<file path="config.mk">
export PLATFORM = sky130hd
export DESIGN_NAME = reg_write_arbiter
export DESIGN_NICKNAME = d
export VERILOG_FILES = /design/src/rtl/regarb_pkg.sv /design/src/rtl/rr_picker.sv /design/src/rtl/reg_write_arbiter.sv
export SDC_FILE = /design/constraint.sdc
export NUM_CORES = 1
export LEC_CHECK = 0
export ABC_AREA = 1
export BUFFER_PORTS_ARGS = -buffer_cell sky130_fd_sc_hd__buf_2
export CELL_PAD_IN_SITES_DETAIL_PLACEMENT = 0
export CELL_PAD_IN_SITES_GLOBAL_PLACEMENT = 2
export CORE_UTILIZATION = 21
export CTS_CLUSTER_DIAMETER = 50
export DETAILED_ROUTE_END_ITERATION = 8
export GPL_TIMING_DRIVEN = 0
export PLACE_DENSITY = 0.8
export SYNTH_ARGS = -nofsm -noshare
export SYNTH_HDL_FRONTEND = slang
export SYNTH_HIERARCHICAL = 1
export SYNTH_SLANG_ARGS = --single-unit
export TNS_END_PERCENT = 100
</file>
<file path="constraint.sdc">
create_clock -name clk -period 2 [get_ports clk]
set_input_delay 0.2 -clock clk [delete_from_list [all_inputs] [get_ports clk]]
set_output_delay 0.2 -clock clk [all_outputs]
set_load 0.02 [all_outputs]
</file>
<file path="src/rtl/regarb_pkg.sv">
// Shared types and defaults for the register write arbiter.
package regarb_pkg;

    localparam int unsigned DATA_W_DEF = 16;

    typedef logic [0:0] state_t;
    localparam state_t IDLE  = 1'b0;
    localparam state_t WRITE = 1'b1;

endpackage

</file>
<file path="src/rtl/rr_picker.sv">
// Rotating-priority one-hot picker: searches ptr, ptr+1, ... mod NUM_REQ.
module rr_picker #(
    parameter int unsigned NUM_REQ = 4,
    parameter int unsigned PTR_W   = (NUM_REQ > 1) ? $clog2(NUM_REQ) : 1
) (
    input  logic [NUM_REQ-1:0] req,
    input  logic [PTR_W-1:0]   ptr,
    output logic [NUM_REQ-1:0] grant
);

    logic             found;
    logic [PTR_W-1:0] pos;

    always_comb begin
        grant = '0;
        found = 1'b0;
        pos   = '0;
        for (int unsigned k = 0; k < NUM_REQ; k++) begin
            pos = PTR_W'((32'(ptr) + k) % NUM_REQ);
            if (!found && req[pos]) begin
                grant[pos] = 1'b1;
                found      = 1'b1;
            end
        end
    end

endmodule

</file>
<file path="src/rtl/reg_write_arbiter.sv">
// Arbitrates NUM_REQ requesters onto one register-bank write port, one write per two cycles.
// Define REGARB_FIXED_PRIO_EN for fixed priority (lowest index wins) instead of round-robin.
module reg_write_arbiter
    import regarb_pkg::*;
#(
    parameter int unsigned NUM_REQ  = 4,
    parameter int unsigned NUM_REGS = 8,
    parameter int unsigned DATA_W   = DATA_W_DEF,
    localparam int unsigned IDX_W   = (NUM_REGS > 1) ? $clog2(NUM_REGS) : 1,
    localparam int unsigned PTR_W   = (NUM_REQ > 1) ? $clog2(NUM_REQ) : 1
) (
    input  logic                      clk,
    input  logic                      rst,
    input  logic [NUM_REQ-1:0]        req,
    input  logic [NUM_REQ*IDX_W-1:0]  req_idx,
    input  logic [NUM_REQ*DATA_W-1:0] req_data,
    output logic [NUM_REQ-1:0]        ack,
    output logic [NUM_REGS-1:0]       w_flag,
    output logic [DATA_W-1:0]         wdata,
    output logic                      busy
);

    state_t              state_q, state_d;
    logic [NUM_REQ-1:0]  grant;
    logic [NUM_REQ-1:0]  win_q;
    logic [IDX_W-1:0]    idx_q, sel_idx;
    logic [DATA_W-1:0]   data_q, sel_data;
    logic [PTR_W-1:0]    ptr;
    logic                start;

    rr_picker #(
        .NUM_REQ (NUM_REQ),
        .PTR_W   (PTR_W)
    ) u_picker (
        .req   (req),
        .ptr   (ptr),
        .grant (grant)
    );

    assign start = (state_q == IDLE) && (|req);

    always_comb begin
        sel_idx  = '0;
        sel_data = '0;
        for (int i = 0; i < int'(NUM_REQ); i++) begin
            if (grant[i]) begin
                sel_idx  = req_idx[i*IDX_W +: IDX_W];
                sel_data = req_data[i*DATA_W +: DATA_W];
            end
        end
    end

`ifdef REGARB_FIXED_PRIO_EN
    assign ptr = '0;
`else
    logic [PTR_W-1:0] ptr_q, ptr_next, win_num;

    always_comb begin
        win_num = '0;
        for (int unsigned i = 0; i < NUM_REQ; i++) begin
            if (grant[i]) win_num = PTR_W'(i);
        end
        ptr_next = (win_num == PTR_W'(NUM_REQ - 1)) ? '0 : win_num + PTR_W'(1);
    end

    always_ff @(posedge clk or posedge rst) begin
        if (rst) begin
            ptr_q <= '0;
        end else if (start) begin
            ptr_q <= ptr_next;
        end
    end

    assign ptr = ptr_q;
`endif

    always_comb begin
        state_d = IDLE;
        if (state_q == IDLE && start) state_d = WRITE;
    end

    always_ff @(posedge clk or posedge rst) begin
        if (rst) begin
            state_q <= IDLE;
            win_q   <= '0;
            idx_q   <= '0;
            data_q  <= '0;
        end else begin
            state_q <= state_d;
            if (start) begin
                win_q  <= grant;
                idx_q  <= sel_idx;
                data_q <= sel_data;
            end
        end
    end

    assign busy  = (state_q == WRITE);
    assign ack   = busy ? win_q : '0;
    assign wdata = busy ? data_q : '0;

    // Register 0 is hardwired zero and out-of-range indices match no bit.
    always_comb begin
        w_flag = '0;
        for (int unsigned i = 1; i < NUM_REGS; i++) begin
            w_flag[i] = busy && (idx_q == IDX_W'(i));
        end
    end

endmodule

</file>
==> results.toml <==
[timing]
hold_violations = 0
grt_setup_unrepaired = "true"
slew_headroom_pct = 35.5
finClkSkew_ns = 0.00488
setup_viol_count_final = 19
fin_crit_ns = 2.06
timing.fmax_ghz = 0.484
setup_tns_ns = -0.491
layout_setup_ws_ns = -0.0643
holdWs_ns = 0.157
period_share_pct = 103
drv_slew = 0
worst_pin_slew_ns = 0.967

[finish]
final_core_util_pct = 32.3
design_area_um2 = 3560
syn_to_final_growth_pct = 46.9
drive_above_1_share_pct = 39.1
num_antenna_cells = 0
nets = 619

[logic_synthesis]
synthXorXnorAreaFrac_pct = 0
synthTopCellsByArea = "dfrtp_1, nand2_1, nand3_1, inv_1, nor2_1"
syn_inst = 409
synth_top_family_by_area = "simple AND/OR/NAND/NOR gates"
synthesis.area_um2 = 2430
yosysTopAreaCell = "dfrtp_1"
synthArstFlopShare_pct = 100
yosysTopAreaCellShare_pct = 26.8
yosys.cell_types.count = 24
ys_ff_latch = 26
yosys.area_share.simple_pct = 48.5
ys_seq_area_share_pct = 26.8
synth_edf_count = 0
syn_nets = 497
ys_warn_count = 6
ys.flop_type = "dfrtp_1"
avgSynthCellArea_um2 = 5.93
synth-adder-area-share_pct = 3.09
synthMuxAreaShare_pct = 0
synth_compound_area_share_pct = 6.91

[worst_setup_path]
cp-startpoint = "ptr[0]"
cpLargestDelayFamily = "simple AND/OR/NAND/NOR gates"
crit_arrival_ns = 2.21
worstSetupPathDepth = 15
r2r_cells = 15
path_buf_inv = 4
cp-start-kind = "flip-flop"
critPathKind = "flip-flop to flip-flop"
slowest_stage = "dfrtp_2"
cp-end-kind = "flip-flop"
crit_chain = "inv_6 -> ha_4 -> inv_2 -> nand3_2 -> nand2_2 -> nand2_4 -> nor2_4 -> nand2_2 -> nand3_4 -> inv_2 -> buf_4 -> nand3_1 -> nand3_1 -> nand2_1 -> nand2_1"
cp_max_fo = 10
slowest_delay_ns = 0.45
r2r-start = "ptr[0]"
worstPathRequired_ns = 2.15

[cts]
cts_buffers = 3
root_buffer = "clkbuf_16"
clock_path_buffers = 2
insertion_delay_ns = 0.26
numClockSinks = 26
h-tree-depth = 1
clk_pin_slew_worst_paths_ns = 0.07
cts_tree = "done"

[floorplan]
core_area_um2 = 11000
num_rows = 38
die_y_um = 110
start_util_pct = 22.0
die_w_um = 110
die-area_um2 = 12000
io_pins = 111

[global_route]
grt_max_degree = 27
grt_pass1_wl_um = 12900
grt_overflow = 0
track_usage_pct = 13.8
grt_pass1_vias = 2668
antenna_found_initial = 0

[place]
numPortBuffers = 109
hpwl_um = 6700
placed_cell_area_um2 = 3180
place_congestion = 0.864

[detailed_routing]
num_vias = 2831
wl_per_cell_um = 12.3
firstDrtPassIters = 4
wl_um = 8240
ant_nets = 0
vias_per_cell = 4.23
drtIter0Drc = 154
drc = 0

[pwr]
intPower_mw = 3.37
seqPwrFrac_pct = 13.6
p_switching_mw = 3.51
combPwrFrac_pct = 78.0
powerDensity_nw_per_um2 = 1930
clkPwrFrac_pct = 8.4
p_sw_share_pct = 51.1
ir_drop_uv = 1040
p_leak_nw = 2.19

[run]
cap_violations = 0

[worst_hold_path]
hp-class = "input port to async pin"

[outcome]
violations = "setup timing"
status = "finished with violations"
[metrics by stage]
| stage | total power [mW] | setup WS, ns | instances |
|---|---|---|---|
| after CTS | 6.63 | -0.00672 | 670 |
| after floorplan | 4.36 | 0.00676 | 409 |
| after detailed placement | 5.47 | -0.334 | 658 |
| after global routing | 7.55 | -0.169 | 670 |
| after global placement | 5.43 | -0.323 | 658 |
| final | 6.88 | -0.0643 | 670 |
[cell usage in the layout (no fill, tap or decap), drive strengths merged]
master  instances
nand2         155
buf           135
nand3          64
inv            59
nor2           48
dfrtp          26
a21oi          19
o21ai           7
ha              6
clkbuf          6
or2             2
nor3            1
conb            1
bufinv          1
[cells in the mapped netlist (2+ instances only)]
library cell / instances
a21oi_1: 9
a21oi_2: 10
buf_2: 14
buf_4: 2
clkbuf_1: 2
dfrtp_1: 26
ha_1: 6
inv_1: 53
inv_2: 6
nand2_1: 140
nand2_2: 13
nand2_4: 2
nand3_1: 61
nand3_2: 3
nor2_1: 46
nor2_4: 2
o21ai_0: 2
o21ai_1: 5
or2_1: 2
[registers in the layout (all words and copies together), names as in the netlist]
name    flops
busy        1
data_q     16
idx_q       3
ptr         2
win_q       4
[logic make-up (layout without fill, tap and decap cells)]
family,count (synthesis),after routing
AO/OA/AOI/OAI,26,26
adder cells (fa/ha/maj),6,6
buffers and inverters,80,201
flip-flops,26,26
other,1,1
AND/OR/NAND/NOR,270,270
[timing repair]
action,CTS,global route
setup buffers,8,0
cloned,0,0
pin swaps,15,7
hold buffers,0,0
resized for setup,28,26
endpoints found under the setup margin,23,22
[power by group through the flow]
stage | logic (mW) | registers [mW] | clock network, mW
finish | 5.37 | 0.939 | 0.575
global route | 5.97 | 0.975 | 0.605
CTS | 5.10 | 0.940 | 0.589
detailed placement | 4.49 | 0.982 | 0
global placement | 4.46 | 0.973 | 0
floorplan | 3.44 | 0.920 | 0
[metal layers]
metal | wire length (um) | track usage (%)
met2 | 4030 | 24.5
met4 | 46 | 2.95
met1 | 3910 | 17.9
met3 | 257 | 1.24
met5 | 0 | 0
[path summary, 6_finish.rpt]
check,end,slack (ns)
min in group clk,idx_q[2],0.27
worst min-delay path,data_q[9],0.16
worst max-delay path,data_q[11],-0.06
max in group asynchronous,ptr[0],1.19
worst min register to register,data_q[13],0.48
worst max register to register,data_q[11],-0.06
[area by class of cell]
type / instances / area, um2
Fill cell: 1265 / 7470
Tap cell: 140 / 175
Clock buffer: 3 / 75.1
Clock inverter: 1 / 30.0
Multi-Input combinational cell: 303 / 1580
Inverter: 59 / 229
Buffer: 21 / 198
Timing Repair Buffer: 117 / 629
Sequential cell: 26 / 653
Power figures use the tool's default switching activity.
